--- config.mk ---
export PLATFORM = sky130hd
export DESIGN_NAME = rv_mc_ctrl
export DESIGN_NICKNAME = d
export VERILOG_FILES = /design/src/rtl/rv_pkg.sv /design/src/rtl/rv_alu_dec.sv /design/src/rtl/rv_mc_ctrl.sv
export SDC_FILE = /design/constraint.sdc
export NUM_CORES = 1
export LEC_CHECK = 0
export CAP_MARGIN = 25
export CORE_MARGIN = 1.5
export CORE_UTILIZATION = 42
export DETAILED_ROUTE_END_ITERATION = 10
export MAX_ROUTING_LAYER = met4
export PLACE_DENSITY = 0.84
export SKIP_CTS_REPAIR_TIMING = 1
export SKIP_LAST_GASP = 1
export SYNTH_ARGS = -nofsm -noshare
export SYNTH_HDL_FRONTEND = slang
export SYNTH_SLANG_ARGS = --single-unit
--- constraint.sdc ---
create_clock -name clk -period 2 [get_ports clk]
set_input_delay 0.4 -clock clk [delete_from_list [all_inputs] [get_ports clk]]
set_output_delay 0.4 -clock clk [all_outputs]
set_load 0.02 [all_outputs]
--- src/rtl/rv_pkg.sv ---
// Shared types and encodings for the RV32I-subset multi-cycle core.
package rv_pkg;

  // ALU operation codes as seen by the datapath ALU
  typedef enum logic [3:0] {
    ALU_AND = 4'd0,
    ALU_OR  = 4'd1,
    ALU_ADD = 4'd2,
    ALU_SUB = 4'd3,
    ALU_XOR = 4'd4,
    ALU_SLL = 4'd5,
    ALU_SRL = 4'd6,
    ALU_SLT = 4'd7
  } alu_op_t;

  // Control FSM states; the numeric value is exported on state_o
  typedef enum logic [2:0] {
    ST_FETCH  = 3'd0,
    ST_DECODE = 3'd1,
    ST_EXEC   = 3'd2,
    ST_MEM    = 3'd3,
    ST_WB     = 3'd4,
    ST_TRAP   = 3'd5
  } ctrl_state_t;

  // Major opcodes
  localparam logic [6:0] OPC_RTYPE  = 7'b0110011;
  localparam logic [6:0] OPC_ITYPE  = 7'b0010011;
  localparam logic [6:0] OPC_LOAD   = 7'b0000011;
  localparam logic [6:0] OPC_STORE  = 7'b0100011;
  localparam logic [6:0] OPC_BRANCH = 7'b1100011;

  // funct3 values
  localparam logic [2:0] F3_ADD_SUB = 3'b000;
  localparam logic [2:0] F3_SLL     = 3'b001;
  localparam logic [2:0] F3_SLT     = 3'b010;
  localparam logic [2:0] F3_XOR     = 3'b100;
  localparam logic [2:0] F3_SRL_SRA = 3'b101;
  localparam logic [2:0] F3_OR      = 3'b110;
  localparam logic [2:0] F3_AND     = 3'b111;
  localparam logic [2:0] F3_WORD    = 3'b010;
  localparam logic [2:0] F3_BEQ     = 3'b000;
  localparam logic [2:0] F3_BNE     = 3'b001;

  // funct7 values
  localparam logic [6:0] F7_BASE = 7'b0000000;
  localparam logic [6:0] F7_ALT  = 7'b0100000;

  // Datapath select encodings
  localparam logic       A_SEL_RS1     = 1'b0;
  localparam logic       A_SEL_PC      = 1'b1;
  localparam logic [1:0] B_SEL_RS2     = 2'd0;
  localparam logic [1:0] B_SEL_IMM     = 2'd1;
  localparam logic [1:0] B_SEL_FOUR    = 2'd2;
  localparam logic [1:0] IMM_SEL_I     = 2'd0;
  localparam logic [1:0] IMM_SEL_S     = 2'd1;
  localparam logic [1:0] IMM_SEL_B     = 2'd2;
  localparam logic       PC_SRC_ALU    = 1'b0;
  localparam logic       PC_SRC_ALUOUT = 1'b1;
  localparam logic       WD_ALUOUT     = 1'b0;
  localparam logic       WD_MEM        = 1'b1;

endpackage

--- src/rtl/rv_alu_dec.sv ---
// Maps opcode class and funct3/funct7 to an ALU operation and flags
// instructions outside the supported RV32I subset as illegal.
module rv_alu_dec
  import rv_pkg::*;
(
  input  logic [6:0] opcode,
  input  logic [2:0] funct3,
  input  logic [6:0] funct7,
  output alu_op_t    aluop,
  output logic       legal
);

  alu_op_t base_op;

  // Operation implied by funct3 alone, shared by R-type and I-type
  always_comb begin
    base_op = ALU_ADD;
    case (funct3)
      F3_ADD_SUB: base_op = ALU_ADD;
      F3_SLL:     base_op = ALU_SLL;
      F3_SLT:     base_op = ALU_SLT;
      F3_XOR:     base_op = ALU_XOR;
      F3_SRL_SRA: base_op = ALU_SRL;
      F3_OR:      base_op = ALU_OR;
      F3_AND:     base_op = ALU_AND;
      default:    base_op = ALU_ADD;
    endcase
  end

  // Final operation and legality per opcode class; SLTU/SLTIU and SRA/SRAI are rejected
  always_comb begin
    aluop = ALU_ADD;
    legal = 1'b0;
    case (opcode)
      OPC_RTYPE: begin
        if (funct7 == F7_ALT && funct3 == F3_ADD_SUB) begin
          aluop = ALU_SUB;
          legal = 1'b1;
        end else begin
          aluop = base_op;
          legal = (funct7 == F7_BASE) && (funct3 != 3'b011);
        end
      end
      OPC_ITYPE: begin
        aluop = base_op;
        case (funct3)
          F3_SLL, F3_SRL_SRA: legal = (funct7 == F7_BASE);
          3'b011:             legal = 1'b0;
          default:            legal = 1'b1;
        endcase
      end
      OPC_LOAD, OPC_STORE: begin
        aluop = ALU_ADD;
        legal = (funct3 == F3_WORD);
      end
      OPC_BRANCH: begin
        aluop = ALU_SUB;
        legal = (funct3 == F3_BEQ) || (funct3 == F3_BNE);
      end
      default: begin
        aluop = ALU_ADD;
        legal = 1'b0;
      end
    endcase
  end

endmodule

--- src/rtl/rv_mc_ctrl.sv ---
// Multi-cycle control FSM: fetch, decode, execute, memory, writeback, trap.
// Outputs are decoded from the state and the internal IR copy; reset forces
// every output to its idle value immediately.
module rv_mc_ctrl
  import rv_pkg::*;
#(
  parameter bit RESET_ILLEGAL_STICKY = 1'b1
) (
  input  logic        clk,
  input  logic        rst_n,
  output logic        imem_req,
  input  logic        imem_ready,
  input  logic [31:0] imem_rdata,
  output logic        dmem_req,
  output logic        dmem_we,
  input  logic        dmem_ready,
  input  logic        alu_zero,
  output alu_op_t     aluop,
  output logic        alu_a_sel,
  output logic [1:0]  alu_b_sel,
  output logic [1:0]  imm_sel,
  output logic        ir_we,
  output logic        oldpc_we,
  output logic        pc_we,
  output logic        pc_src_sel,
  output logic        rf_we,
  output logic        rf_wdata_sel,
  output logic [2:0]  state_o,
  output logic        illegal
);

  ctrl_state_t state_q, state_d;
  logic [31:0] ir_q, ir_d;

  logic [6:0] opcode;
  logic [2:0] funct3;
  logic [6:0] funct7;
  alu_op_t    dec_aluop;
  logic       dec_legal;
  logic       unused_ir_fields;

  assign opcode  = ir_q[6:0];
  assign funct3  = ir_q[14:12];
  assign funct7  = ir_q[31:25];
  assign state_o = state_q;

  // Register specifiers are consumed by the datapath, not by control
  assign unused_ir_fields = ^{ir_q[24:15], ir_q[11:7]};

  rv_alu_dec u_alu_dec (
    .opcode (opcode),
    .funct3 (funct3),
    .funct7 (funct7),
    .aluop  (dec_aluop),
    .legal  (dec_legal)
  );

  // State register and instruction copy
  always_ff @(posedge clk or negedge rst_n) begin
    if (!rst_n) begin
      state_q <= ST_FETCH;
      ir_q    <= '0;
    end else begin
      state_q <= state_d;
      ir_q    <= ir_d;
    end
  end

  // Next-state and control outputs, held at idle values while reset is asserted
  always_comb begin
    state_d      = state_q;
    ir_d         = ir_q;
    imem_req     = 1'b0;
    dmem_req     = 1'b0;
    dmem_we      = 1'b0;
    aluop        = ALU_ADD;
    alu_a_sel    = A_SEL_RS1;
    alu_b_sel    = B_SEL_RS2;
    imm_sel      = IMM_SEL_I;
    ir_we        = 1'b0;
    oldpc_we     = 1'b0;
    pc_we        = 1'b0;
    pc_src_sel   = PC_SRC_ALU;
    rf_we        = 1'b0;
    rf_wdata_sel = WD_ALUOUT;
    illegal      = 1'b0;
    if (rst_n) begin
      case (state_q)
        ST_FETCH: begin
          imem_req  = 1'b1;
          alu_a_sel = A_SEL_PC;
          alu_b_sel = B_SEL_FOUR;
          if (imem_ready) begin
            ir_we      = 1'b1;
            oldpc_we   = 1'b1;
            pc_we      = 1'b1;
            pc_src_sel = PC_SRC_ALU;
            ir_d       = imem_rdata;
            state_d    = ST_DECODE;
          end
        end
        ST_DECODE: begin
          alu_a_sel = A_SEL_PC;
          alu_b_sel = B_SEL_IMM;
          imm_sel   = IMM_SEL_B;
          state_d   = dec_legal ? ST_EXEC : ST_TRAP;
        end
        ST_EXEC: begin
          case (opcode)
            OPC_RTYPE: begin
              aluop     = dec_aluop;
              alu_b_sel = B_SEL_RS2;
              state_d   = ST_WB;
            end
            OPC_ITYPE: begin
              aluop     = dec_aluop;
              alu_b_sel = B_SEL_IMM;
              imm_sel   = IMM_SEL_I;
              state_d   = ST_WB;
            end
            OPC_LOAD: begin
              alu_b_sel = B_SEL_IMM;
              imm_sel   = IMM_SEL_I;
              state_d   = ST_MEM;
            end
            OPC_STORE: begin
              alu_b_sel = B_SEL_IMM;
              imm_sel   = IMM_SEL_S;
              state_d   = ST_MEM;
            end
            OPC_BRANCH: begin
              aluop      = ALU_SUB;
              alu_b_sel  = B_SEL_RS2;
              pc_src_sel = PC_SRC_ALUOUT;
              pc_we      = (funct3 == F3_BNE) ? !alu_zero : alu_zero;
              state_d    = ST_FETCH;
            end
            default: state_d = ST_TRAP;
          endcase
        end
        ST_MEM: begin
          dmem_req = 1'b1;
          dmem_we  = (opcode == OPC_STORE);
          if (dmem_ready) begin
            state_d = (opcode == OPC_STORE) ? ST_FETCH : ST_WB;
          end
        end
        ST_WB: begin
          rf_we        = 1'b1;
          rf_wdata_sel = (opcode == OPC_LOAD) ? WD_MEM : WD_ALUOUT;
          state_d      = ST_FETCH;
        end
        ST_TRAP: begin
          illegal = 1'b1;
          state_d = RESET_ILLEGAL_STICKY ? ST_TRAP : ST_FETCH;
        end
        default: state_d = ST_FETCH;
      endcase
    end
  end

endmodule
[Yosys cells after proc, flatten, opt, wreduce, memory -nomap -nowiden]
Index checks and enable logic that the tools add are counted.
Word-level totals
  bits of input ports: 37
  logic and storage cells: 83
  output and inout port bits: 22
  bits in registers: 35
Cells by class
  reductions and logical operators: 14
  equal/unequal tests: 21
  muxes and demuxes: 46
Operators by type and width (number)
  $mux 1: 27
  $eq 7x6->1 const B: 3
  $eq 3x3->1 const B: 6
  $mux 3: 6
  $pmux 3 s6: 1
  $pmux 3 s5: 1
  $eq 3x2->1 const B: 4
  $pmux 3 s3: 1
  $mux 4: 2
  $pmux 4 s2: 1
  $reduce_or 2->1: 4
  $eq 7x2->1 const B: 1
  $eq 7x5->1 const B: 1
  $eq 7x7->1 const B: 1
  $logic_not 7->1: 1
  $eq 3x1->1 const B: 2
  $logic_not 3->1: 2
  $pmux 2 s3: 1
  $reduce_and 3->1: 2
  $mux 2: 2
  $ne 2x2->1 const B: 2
  $pmux 1 s2: 2
  $pmux 1 s4: 1
  $pmux 2 s2: 1
  other kinds (5): 6

[Depth between registers and ports, before layout]
  word-level depth: 7
  depth in mapped cells: 8
  gate-level depth less buffers: 5

[Cells and area by module]
A second synthesis with hierarchy kept.
Unflattened totals
  cells, all modules: 147
  area, all modules: 1421.4 sq um
By module, submodules not included
  rv_mc_ctrl: area an instance 1199.9 sq um, instances 1, sequential area each 500.5 sq um, cells an instance 117
  rv_alu_dec: area an instance 221.5 sq um, instances 1, sequential area each 0.0 sq um, cells an instance 30

[Least setup slack after synthesis]
No wires, ideal clock.
  path kind: reg2out
  from: reg ir_q[2]
  to: out rf_wdata_sel
  stages on the path, launching flop included: 6
  slack: -0.278 ns
  data required time: 1.600 ns
  arrival time: 1.878 ns
  buffers on the path: 1
  cells stage by stage: dfrtp_1 -> and4bb_2 -> nand2b_1 -> clkbuf_1 -> or2_2 -> nor4_1
Between the ends
  cells in the longest elaborated chain, start to end: 4
Ends and longest elaborated chain
  from (decl): line rv_mc_ctrl.sv:33  | logic [31:0] ir_q, ir_d;
  from (signal assigned): line rv_mc_ctrl.sv:65  | ir_q <= ir_d;
  $eq 7x2->1: line rv_mc_ctrl.sv:150  | rf_wdata_sel = (opcode == OPC_LOAD) ? WD_MEM : WD_ALUOUT;
  $mux 1: line rv_mc_ctrl.sv:150
  $mux 1: line rv_mc_ctrl.sv:88  | case (state_q)
  $mux 1: line rv_mc_ctrl.sv:87  | if (rst_n) begin
  to (decl): line rv_mc_ctrl.sv:27  | output logic rf_wdata_sel,
No other way between the ends.

[Final worst setup path]
  from: reg ir_q[3]
  to: out pc_we
Between the ends
  cells in the longest elaborated chain, start to end: 4
Ends and longest elaborated chain
  $eq 7x7->1: line rv_mc_ctrl.sv:109  | case (opcode)
  $mux 1: line rv_mc_ctrl.sv:109
  $pmux 1 s2: line rv_mc_ctrl.sv:88
  $mux 1: line rv_mc_ctrl.sv:87
  to (decl): line rv_mc_ctrl.sv:24  | output logic pc_we,
No other way between the ends.

==> flow_metrics.py <==
metrics = {
    "run_status": {
        "outcome": "finished with violations",
        "violations": "negative setup slack",
    },
    "setup_path": {
        "crit_path_max_fanout": 4,
        "path_class": "register to primary output",
        "r2r_end": "state_o[2]",
        "cp-end-kind": "primary output",
        "cp-start-kind": "register",
        "r2r_cells": 7,
        "cp.required_ns": 1.60,
        "crit_end": "pc_we",
        "r2r-start": "ir_q[3]",
        "reg2reg_setup_slack_ns": 0.21,
        "crit_start": "ir_q[3]",
        "arrival_ns": 1.85,
    },
    "worst_hold_path": {
        "worstHoldPathType": "input port to async pin",
    },
    "timing": {
        "setup_viol": 9,
        "drv_slew": 0,
        "grt_setup_unrepaired": "yes",
        "fmax_ghz": 0.445,
        "report.final.hold_viol_count": 0,
        "fin_crit_ns": 2.25,
        "finalClockSkew_ns": 0.0108,
        "min_period_over_period_pct": 112,
        "fin_ws_ns": -0.249,
    },
    "global_routing": {
        "antenna_found_initial": 0,
        "grt_max_degree": 18,
        "grt.total_usage_pct": 23.0,
        "grt_pass1_wl_microns": 5930,
        "overflow": 0,
        "grt_pass1_vias": 1329,
    },
    "synth": {
        "synth_flop_cell": "dfrtp_1",
        "synthesis.nets": 170,
        "netlist_instances": 133,
        "synth-seq-cells": 20,
        "synth_cell_type_count": 44,
        "async_flop_share_pct": 100,
        "yosysTopAreaCellShare_pct": 37.8,
        "synth_edf_count": 0,
        "seq_area_frac_synth_pct": 37.8,
        "synthTopCellsByArea": "dfrtp_1 38%, mux2_4 10%, mux2_2 6.8%, nor2_1 3.4%, buf_6 2.6%",
        "post_synth.cell_area_avg_sq_um": 9.94,
        "yosysTopAreaCell": "dfrtp_1",
        "yosys_warnings": 0,
        "synth_area_sq_mm": 0.00132,
    },
    "die": {
        "die_area_sq_mm": 0.00349,
        "initial_core_util_pct": 43.7,
        "die_y_microns": 59.1,
        "core_region_area_sq_mm": 0.00303,
        "rows": 20,
        "die_w_microns": 59.1,
        "num_io_pins": 59,
    },
    "power": {
        "powerDensity_mw_per_mm2": 1170,
        "p_leak_uw": 0.00110,
        "irDropWorstVdd_v": 0.000669,
    },
    "clock_tree": {
        "cts_buffer_depth": 2,
        "cts_sinks": 20,
        "insertion_delay_ns": 0.31,
        "cts_buffers": 3,
        "clk_pin_slew_ns": 0.12,
        "htree_levels": 1,
        "cts_tree": "done",
        "clockRootBuffer": "clkbuf_4",
    },
    "placed_design": {
        "dp_hpwl_microns": 2810,
        "io_buffers": 42,
        "dp.cells": 250,
        "finalWeightedCongestion": 0.922,
        "preCtsSetupSlack_ns": -0.482,
    },
    "detailed_routing": {
        "drc_errors": 0,
        "routed_wirelength_microns": 3630,
        "vias": 1343,
        "first_iter_violations": 36,
        "ant_nets": 0,
        "avgViaCountPerCell": 5.23,
        "firstDrtPassIters": 4,
        "routedWlPerCell_microns": 14.1,
    },
    "final_layout": {
        "nets": 251,
        "final_common_cell": "buf_4",
        "multi_input_area_sq_um": 815,
        "final_cell_mix": "50 x buf_4, 23 x clkdlybuf4s50_1, 17 x dfrtp_1, 9 x nor2_1, 9 x mux2_4",
        "area_growth_pct": 64.8,
        "fin_cells": 257,
        "regArea_sq_um": 504,
        "drive_above_1_share_pct": 46.9,
        "diodes": 0,
        "n_fill_cell": 230,
    },
    "flow_run": {
        "drv_cap": 0,
    },
}
-- synth_stat cells, types with 2 or more instances --
cell type / n
dfrtp_1: 20
nor2_1: 12
mux2_4: 9
mux2_2: 8
nand2_1: 7
a21oi_1: 6
o21ai_0: 6
inv_1: 5
nand2b_1: 5
and3_1: 4
clkbuf_1: 4
buf_6: 3
nor2b_1: 3
nor3_1: 3
nor4_1: 3
a31oi_1: 2
and3b_1: 2
buf_4: 2
o21a_1: 2
o221ai_1: 2
xnor2_1: 2
-- where the power goes --
part | internal (uW) | leakage (uW) | switching (uW) | total, uW
Combinational | 840 | 0.000833 | 629 | 1470
Clock | 203 | 0.0000279 | 125 | 328
Sequential | 594 | 0.000240 | 150 | 744
-- per-stage QoR --
| step | utilization [%] | power, uW | setup TNS (ns) | hold slack (ns) | cell area [sq um] |
|---|---|---|---|---|---|
| 3_3_place_gp | 68.1 | 2070 | -7.25 | 0.491 | 2060 |
| 4_1_cts | 69.8 | 2450 | -9.60 | 0.480 | 2110 |
| 2_1_floorplan | - | 1500 | -0.0782 | 0.104 | 1350 |
| 3_5_place_dp | 68.1 | 2110 | -8.12 | 0.497 | 2060 |
| 6_report | 72.0 | 2540 | -1.61 | 0.107 | 2180 |
| 5_1_grt | 72.0 | 2720 | -2.36 | 0.105 | 2180 |
-- logic make-up (layout without fill, tap and decap cells) --
kind of cell | count (synthesis) | in the layout | synth area share [%]
muxes | 18 | 18 | 17.8
other | 1 | 1 | 0.284
DFF | 20 | 20 | 37.8
and+or+nand+nor | 50 | 50 | 22.4
AOI/OAI and AO/OA | 27 | 27 | 13.7
xor gates and xnor gates | 2 | 2 | 1.32
buffers and inverters | 15 | 95 | 6.62
-- worst min-delay path by stage --
stage,start,end,slack [ns],cells after the start
2_1_floorplan,rst_n,ir_q[0],0.10,0
3_3_place_gp,ir_q[26],ir_q[26],0.49,1
3_5_place_dp,ir_q[27],ir_q[27],0.50,1
4_1_cts,rst_n,ir_q[6],0.48,2
5_1_grt,rst_n,ir_q[6],0.11,2
6_report,rst_n,ir_q[6],0.11,2
-- layer usage --
layer / vias to the layer above / part of all wire (%) / GRT usage (%) / routed length (microns)
li1: 635 / - / - / -
met1: 638 / 39 / 26.1 / 1410
met2: 57 / 52 / 41.6 / 1880
met3: 13 / 5.8 / 2.62 / 210
met4: 0 / 3.4 / 8.12 / 125
met5: - / 0 / - / 0
-- state kept, by name (all words and copies together) (netlist names) --
signal   flops
ir_q        17
state_o      3
-- worst max-delay path, cell delays in order (launching register included) --
cell      delay (ns)
dfrtp_1         0.39
and4bb_2        0.36
nand2b_4        0.07
buf_4           0.16
nor2_4          0.11
a31oi_1         0.08
nor3_1          0.18
buf_2           0.19
-- final cells by class --
type | count | area share [%]
clock buffers | 3 | 1.03
inverters | 5 | 1.03
flip-flops and latches | 20 | 23.1
repair buffers | 86 | 33.5
multi-input cells | 98 | 37.4
well taps | 44 | 2.53
clock inverters | 1 | 1.38
Note: power is estimated with default switching activity, not from simulation.
